$ cat config.mk
export PLATFORM = sky130hd
export DESIGN_NAME = mem_arbiter
export DESIGN_NICKNAME = d
export VERILOG_FILES = /design/src/rtl/mem_arbiter.sv
export SDC_FILE = /design/constraint.sdc
export NUM_CORES = 1
export LEC_CHECK = 0
export CORE_ASPECT_RATIO = 1.4
export CORE_MARGIN = 2
export CORE_UTILIZATION = 25
export CTS_CLUSTER_SIZE = 20
export DETAILED_ROUTE_END_ITERATION = 10
export PLACE_DENSITY_LB_ADDON = 0.25
export SLEW_MARGIN = 20
export SYNTH_ARGS = -nofsm -noshare
export SYNTH_HDL_FRONTEND = slang
export SYNTH_SLANG_ARGS = --single-unit
export TNS_END_PERCENT = 30
$ cat constraint.sdc
create_clock -name clk -period 2.22 [get_ports clk]
set_clock_uncertainty 0.15 [all_clocks]
set_input_delay 0.444 -clock clk [delete_from_list [all_inputs] [get_ports clk]]
set_output_delay 0.444 -clock clk [all_outputs]
set_load 0.02 [all_outputs]
$ cat src/rtl/mem_arbiter.sv
// Two-port (instruction fetch / data) arbiter in front of a single-port RAM with
// combinational read data. Data wins by default; a starvation counter hands the port
// to instruction fetch after MAX_WAIT consecutive losses.

module mem_arbiter_rsp (
    input  logic        clk,
    input  logic        rst_n,
    input  logic        i_gnt,
    input  logic        i_load_ok,
    input  logic        i_err,
    input  logic [31:0] i_rdata,
    input  logic        i_ready,
    output logic        o_valid,
    output logic [31:0] o_data,
    output logic        o_err
);
    // A grant in the same cycle as the handshake replaces the response in place.
    always_ff @(posedge clk or negedge rst_n) begin
        if (!rst_n) begin
            o_valid <= 1'b0;
            o_data  <= 32'h0;
            o_err   <= 1'b0;
        end else if (i_gnt) begin
            o_valid <= 1'b1;
            o_data  <= i_load_ok ? i_rdata : 32'h0;
            o_err   <= i_err;
        end else if (i_ready) begin
            o_valid <= 1'b0;
        end
    end
endmodule

module mem_arbiter #(
    parameter int SZ       = 4096,
    parameter int MAX_WAIT = 3
) (
    input  logic        clk,
    input  logic        rst_n,

    input  logic        i_req_valid,
    output logic        i_req_ready,
    input  logic [31:0] i_req_addr,
    output logic        i_rsp_valid,
    input  logic        i_rsp_ready,
    output logic [31:0] i_rsp_data,
    output logic        i_rsp_err,

    input  logic        d_req_valid,
    output logic        d_req_ready,
    input  logic        d_req_we,
    input  logic [31:0] d_req_addr,
    input  logic [31:0] d_req_wdata,
    output logic        d_rsp_valid,
    input  logic        d_rsp_ready,
    output logic [31:0] d_rsp_data,
    output logic        d_rsp_err,

    output logic        mem_w_en,
    output logic [31:0] mem_addr,
    output logic [31:0] mem_data_in,
    input  logic [31:0] mem_data_out
);
    localparam int              SW         = (MAX_WAIT < 1) ? 1 : $clog2(MAX_WAIT + 1);
    localparam logic [SW-1:0]   STARVE_MAX = SW'(MAX_WAIT);
    localparam logic [31:0]     LAST_WORD  = 32'(SZ - 4);

    logic [SW-1:0] r_starve;
    logic          w_i_elig, w_d_elig;
    logic          w_i_force;
    logic          w_i_gnt, w_d_gnt;
    logic          w_i_err, w_d_err;

    // rst_n gates eligibility so every grant-derived output drops as soon as reset asserts.
    assign w_i_elig  = rst_n & i_req_valid & (~i_rsp_valid | i_rsp_ready);
    assign w_d_elig  = rst_n & d_req_valid & (~d_rsp_valid | d_rsp_ready);
    assign w_i_force = w_i_elig & (r_starve == STARVE_MAX);
    assign w_d_gnt   = w_d_elig & ~w_i_force;
    assign w_i_gnt   = w_i_elig & ~w_d_gnt;

    assign w_i_err = (|i_req_addr[1:0]) | (i_req_addr > LAST_WORD);
    assign w_d_err = (|d_req_addr[1:0]) | (d_req_addr > LAST_WORD);

    assign i_req_ready = w_i_gnt;
    assign d_req_ready = w_d_gnt;

    always_comb begin
        mem_w_en    = 1'b0;
        mem_addr    = 32'h0;
        mem_data_in = 32'h0;
        if (w_d_gnt) begin
            mem_addr    = d_req_addr;
            mem_data_in = d_req_wdata;
            mem_w_en    = d_req_we & ~w_d_err;
        end else if (w_i_gnt) begin
            mem_addr = i_req_addr;
        end
    end

    // Counts only losses while fetch is actually eligible; a stalled response holds it.
    always_ff @(posedge clk or negedge rst_n) begin
        if (!rst_n) begin
            r_starve <= '0;
        end else if (!i_req_valid || w_i_gnt) begin
            r_starve <= '0;
        end else if (w_i_elig && (r_starve != STARVE_MAX)) begin
            r_starve <= r_starve + SW'(1);
        end
    end

    mem_arbiter_rsp u_i_rsp (
        .clk       (clk),
        .rst_n     (rst_n),
        .i_gnt     (w_i_gnt),
        .i_load_ok (~w_i_err),
        .i_err     (w_i_err),
        .i_rdata   (mem_data_out),
        .i_ready   (i_rsp_ready),
        .o_valid   (i_rsp_valid),
        .o_data    (i_rsp_data),
        .o_err     (i_rsp_err)
    );

    mem_arbiter_rsp u_d_rsp (
        .clk       (clk),
        .rst_n     (rst_n),
        .i_gnt     (w_d_gnt),
        .i_load_ok (~d_req_we & ~w_d_err),
        .i_err     (w_d_err),
        .i_rdata   (mem_data_out),
        .i_ready   (d_rsp_ready),
        .o_valid   (d_rsp_valid),
        .o_data    (d_rsp_data),
        .o_err     (d_rsp_err)
    );
endmodule

=== Yosys cells after proc, flatten, opt, wreduce, memory -nomap -nowiden ===
Cells that the tools add are included.
Widths: inputs -> output; s select.

* Bitwise gates (word level): 19
* $lt $le $gt $ge: 2
* Reduce and logical (&&, ||, !) cells: 8
* Muxes and demuxes: 12
* Equality and inequality tests: 2
* $add $sub $neg: 1

{| class="wikitable"
|+ Operators with widths
! cell !! number
|-
| $mux 32 || 5
|-
| $gt 32x12->1 const B || 2
|-
| $and 1x1->1 || 9
|-
| $not 1->1 || 6
|-
| $reduce_bool 2->1 || 3
|-
| $mux 1 || 5
|-
| $mux 2 || 2
|-
| $or 1x1->1 || 4
|-
| $reduce_or 2->1 || 2
|-
| $add 2x1->2 const B || 1
|-
| $eq 2x2->1 const B || 1
|-
| $ne 2x2->1 const B || 1
|-
| $logic_and 1x1->1 || 1
|-
| $logic_not 1->1 || 1
|-
| $logic_or 1x1->1 || 1
|}

* Logic and storage cells: 51
* Output and inout port bits: 135
* Input port bits: 135
* Register bits: 70

=== Logic depth before layout (Yosys ltp) ===
Gate-level depths: netlist (run 1).

* Word-level depth: 10
* Depth in mapped cells: 7
* Mapped depth without buffers: 5

=== By module ===
Synthesis (run 1) repeated with hierarchy kept, for this count alone.

* Cells, all modules: 397
* Area total of the unflattened synthesis: 3604.7 um^2

{| class="wikitable"
|+ Modules (own cells, without submodules)
! module !! instances !! area each (um^2) !! seq. area each (um^2) !! cells an instance
|-
| mem_arbiter_rsp || 2 || 1403.8 || 850.8 || 143
|-
| mem_arbiter || 1 || 797.0 || 50.0 || 111
|}

=== Worst setup path after synthesis (run 1) ===
No wires, ideal clock.

* Kind: register to output
* Start point: reg u_d_rsp.o_valid
* End point: out mem_addr[28]
* Stages on the path, launching flop included: 7
* Path slack: -0.239 ns
* Arrival: 1.865 ns
* Required time: 1.626 ns
* Buffers on the path: 2
* Cell sequence: dfrtp_1 -> nor2b_1 -> o311ai_2 -> inv_2 -> buf_2 -> clkbuf_1 -> a22o_2

* Longest elaborated chain between the ends: 8

{| class="wikitable"
|+ Ends and longest elaborated chain
! element !! line !! text
|-
| start: declaration || 13 || <nowiki>output logic o_valid,</nowiki>
|-
| start signal: assignment || 20 || <nowiki>o_valid <= 1'b0;</nowiki>
|-
| start signal: assignment || 24 || <nowiki>o_valid <= 1'b1;</nowiki>
|-
| start signal: assignment || 28 || <nowiki>o_valid <= 1'b0;</nowiki>
|-
| $not 1->1 || 75 || <nowiki>assign w_d_elig = rst_n & d_req_valid & (~d_rsp_valid | d_rsp_ready);</nowiki>
|-
| $or 1x1->1 || 75 ||
|-
| $and 1x1->1 || 75 ||
|-
| $and 1x1->1 || 77 || <nowiki>assign w_d_gnt = w_d_elig & ~w_i_force;</nowiki>
|-
| $not 1->1 || 78 || <nowiki>assign w_i_gnt = w_i_elig & ~w_d_gnt;</nowiki>
|-
| $and 1x1->1 || 78 ||
|-
| named net i_req_ready || 41 || <nowiki>output logic i_req_ready,</nowiki>
|-
| $mux 32 || 94 || <nowiki>end else if (w_i_gnt) begin</nowiki>
|-
| $mux 32 || 90 || <nowiki>if (w_d_gnt) begin</nowiki>
|-
| end: declaration || 59 || <nowiki>output logic [31:0] mem_addr,</nowiki>
|}

The timed path passes the listed nets, and every way through them passes these cells.

=== Final worst setup path (run 1) ===
* Start point: reg r_starve[1]
* End point: out mem_addr[27]

* Longest elaborated chain between the ends: 8

{| class="wikitable"
|+ Ends and longest elaborated chain
! element !! line !! text
|-
| start: declaration || 67 || <nowiki>logic [SW-1:0] r_starve;</nowiki>
|-
| start signal: assignment || 106 || <nowiki>r_starve <= r_starve + SW'(1);</nowiki>
|-
| $eq 2x2->1 * || 76 || <nowiki>assign w_i_force = w_i_elig & (r_starve == STARVE_MAX);</nowiki>
|-
| $and 1x1->1 * || 76 ||
|-
| $not 1->1 * || 77 ||
|-
| $and 1x1->1 * || 77 ||
|-
| $not 1->1 || 78 ||
|-
| $and 1x1->1 || 78 ||
|-
| $mux 32 || 94 ||
|-
| $mux 32 * || 90 ||
|}

Mark *: on every way between the ends. The rest lies on a longest branch, timed or not.

==> summary.txt, run 1 <==
Run status
  • Status: finished, violations left
  • Violated checks: negative setup slack

Route
  • Drt pass-1 iters: 6
  • Wire per inst: 18.5 µm
  • Number of remaining DRC errors: 0
  • ANT nets after route: 0
  • DRT iter0 DRCs: 152
  • Routed via count: 4155
  • Vias per cell: 4.60
  • Wirelength, routed: 16800 µm

Die
  • Core ar.: 13500 µm²
  • IO Pins: 270
  • Die area: 14800 µm²
  • Initial core utilization: 25.7%
  • Height of the die: 143 µm
  • Chip Width: 103 µm
  • Num rows: 50

Power and ir drop
  • Pwr Total: 3.91 mW
  • VDD IR max: 0.000362 V
  • Power Density: 514 nW/µm²
  • Leak: 3.30 nW

Timing
  • Setup ws final: -0.339 ns
  • Tmin final: 2.56 ns
  • Final Setup Violations: 70
  • Hold Slack: 0.0234 ns
  • Final setup TNS: -18.17 ns
  • Final count of hold timing violations: 0
  • Final Max Slew Viols: 0
  • RSZ-0062 raised after global routing: true
  • Worst slew pin tran: 0.641 ns
  • Slew headroom: 57.2%
  • Final period util: 115%
  • Fmax achieved: 391 MHz

GRT
  • First-pass GRT wire length: 24200 µm
  • Met2 Use GR: 39.6%
  • Initial antenna violation count: 1
  • Met3 usage: 5.73%
  • Grt ovf: 0
  • Total GRT Usage: 22.3%
  • Gr busiest metal: met2
  • Met1 Track Usage GR: 25.2%
  • Vias in the first global route: 4362
  • Largest net degree at the start of global routing: 50

Clocking
  • CTS tree: built
  • # hold bufs at CTS: 0
  • H-Tree Level Count: 3
  • CTS buffer count: 9
  • CTS root buffer: clkbuf_16
  • CTS sink cnt: 70
  • Reg clk slew, reported paths: 0.05 ns
  • Clock Path Buffers: 2
  • Later-pin clock latency in the skew report: 0.33 ns

Critical path
  • WP data required: 1.63 ns
  • Critical Path Fanout Max: 8
  • Crit. End Element: primary output
  • Kind of critical path: reg2out
  • Critical path data arrival time: 1.97 ns
  • Crit start category: register

Synth
  • Cell accounting for the most synthesized area: dfrtp_1
  • Synth Warn #: 0
  • Post-Syn Nets: 532
  • Top-area cell type share of the netlist area: 50.7%
  • Register bit count reported by yosys: 70
  • Mapped Cells: 396
  • Post-synthesis sequential area ratio: 50.7%
  • Mean post-synth cell area: 8.73 µm²
  • Synth cell types: 30
  • Mapped Area: 3460 µm²
  • Top cells by area, synth: dfrtp_1, nand2_1, a22o_1

Layout
  • Diodes inserted: 0
  • Area growth, synth to finish: 120%
  • Non-Filler Instances: 904
  • Nets: 853
  • Fin util: 56.6%
  • Share of cells above drive strength 1: 29.6%

Place
  • Port Buffers: 269
  • Post-Place Cells: 867
  • GP Congestion: 0.886
  • Dpl hpwl: 13200 µm

Flow run
  • Max_cap viols: 0

Min path
  • Hold crit path type: in2async
[worst max-delay path, cell delays in order (launching register included)]
cell     delay [ns]
dfrtp_1        0.41
ha_4           0.19
a311o_2        0.37
inv_8          0.14
buf_4          0.14
buf_12         0.10
a22o_1         0.16
buf_6          0.12
[synth_stat cells]
master	n
ha_1	1
a22o_1	31
nand2_1	134
a22o_2	1
o21ai_1	26
and3_1	1
a2bb2oi_1	1
buf_2	8
o21ai_2	4
o311ai_2	1
buf_6	3
dfrtp_1	70
inv_2	2
nor2b_1	2
buf_1	2
nand3_1	1
nand4_1	2
nand2b_1	2
or4_1	1
a21boi_0	1
buf_4	1
nor4_1	9
and2_1	33
o21ai_0	35
clkbuf_1	16
or3_1	3
or4_4	1
a311o_1	1
nor2_1	2
mux2_2	1
[layer usage]
layer / up-vias / share of wire, %
met3: 29 / 7.6
li1: 1985 / -
met1: 1948 / 37
met4: 2 / 2.6
met5: - / 0.078
met2: 191 / 53
[metrics by stage]
step	cell area, µm²	worst slack (ns)
CTS	7500	-0.405
detailed placement	6730	-0.963
floorplan	3570	-0.0287
global placement	6730	-0.955
global route	7610	-0.401
finish	7610	-0.339
[worst paths after layout]
path,startpoint,end,slack [ns],depth (start not counted)
min in group clk,u_d_rsp.o_data[15],u_d_rsp.o_data[15],0.33,2
setup reg to reg,r_starve[1],u_i_rsp.o_err,0.09,8
hold reg to reg,u_d_rsp.o_data[15],u_d_rsp.o_data[15],0.33,2
max in group asynchronous,rst_n,u_d_rsp.o_data[25],1.31,2
setup / recovery,r_starve[1],mem_addr[27],-0.34,7
hold / removal,rst_n,u_i_rsp.o_valid,0.02,2
[cells by family (layout without fill, tap and decap cells)]
group	after synthesis	in the layout	share of synthesized area, %
mux	1	1	0.326
buf+inv	32	358	4.53
simple gates	191	191	24.9
compound gates	101	101	19.2
flops	70	70	50.7
fa+ha+maj	1	1	0.362
[power by group]
part | switching [mW] | internal [mW] | total [mW]
Sequential | 0.00505 | 1.28 | 1.29
Clock | 0.526 | 1.12 | 1.65
Combinational | 0.419 | 0.550 | 0.969
[flip-flops by register name (all words and copies together), names as in the netlist]
name	flops
u_i_rsp.o_valid	1
r_starve	2
u_i_rsp.o_err	1
u_d_rsp.o_valid	1
u_i_rsp.o_data	32
u_d_rsp.o_data	32
u_d_rsp.o_err	1
[cell usage in the layout (no fill, tap or decap), drive strengths merged, types with 3 or more instances in the layout]
master and count:
a22o 32, and2 33, buf 138, bufinv 3, clkbuf 11, clkdlybuf4s50 194
clkinv 3, dfrtp 70, dlygate4sd2 4, dlymetal6s2s 3, nand2 134, nor4 9
o21ai 65, or3 3
[what timing repair did]
item                                    CTS  global route
gates cloned                              5             1
endpoints found under the setup margin  130           130
gates resized for setup                 405            59
pin swaps                                33            20
setup buffers                            13             8
[final cells by class]
cell class | count | area (µm²)
Multi-Input combinational cell | 294 | 1760
Sequential cell | 70 | 1750
Inverter | 2 | 17.5
Fill cell | 1198 | 5840
Clock buffer | 10 | 239
Tap cell | 182 | 228
Clock inverter | 6 | 109
Timing Repair Buffer | 340 | 3510
(Power assumes the default switching activity.)
==> inputs of run 2 (changes only) <==
--- a/config.mk
+++ b/config.mk
@@ -8,6 +8,7 @@
 export CORE_ASPECT_RATIO = 1.4
 export CORE_MARGIN = 2
 export CORE_UTILIZATION = 25
+export CTS_CLUSTER_DIAMETER = 200
 export CTS_CLUSTER_SIZE = 20
 export DETAILED_ROUTE_END_ITERATION = 10
 export PLACE_DENSITY_LB_ADDON = 0.25
==> results of run 2 <==
The final DEF is identical to that of run 1; final timing and power are the same.
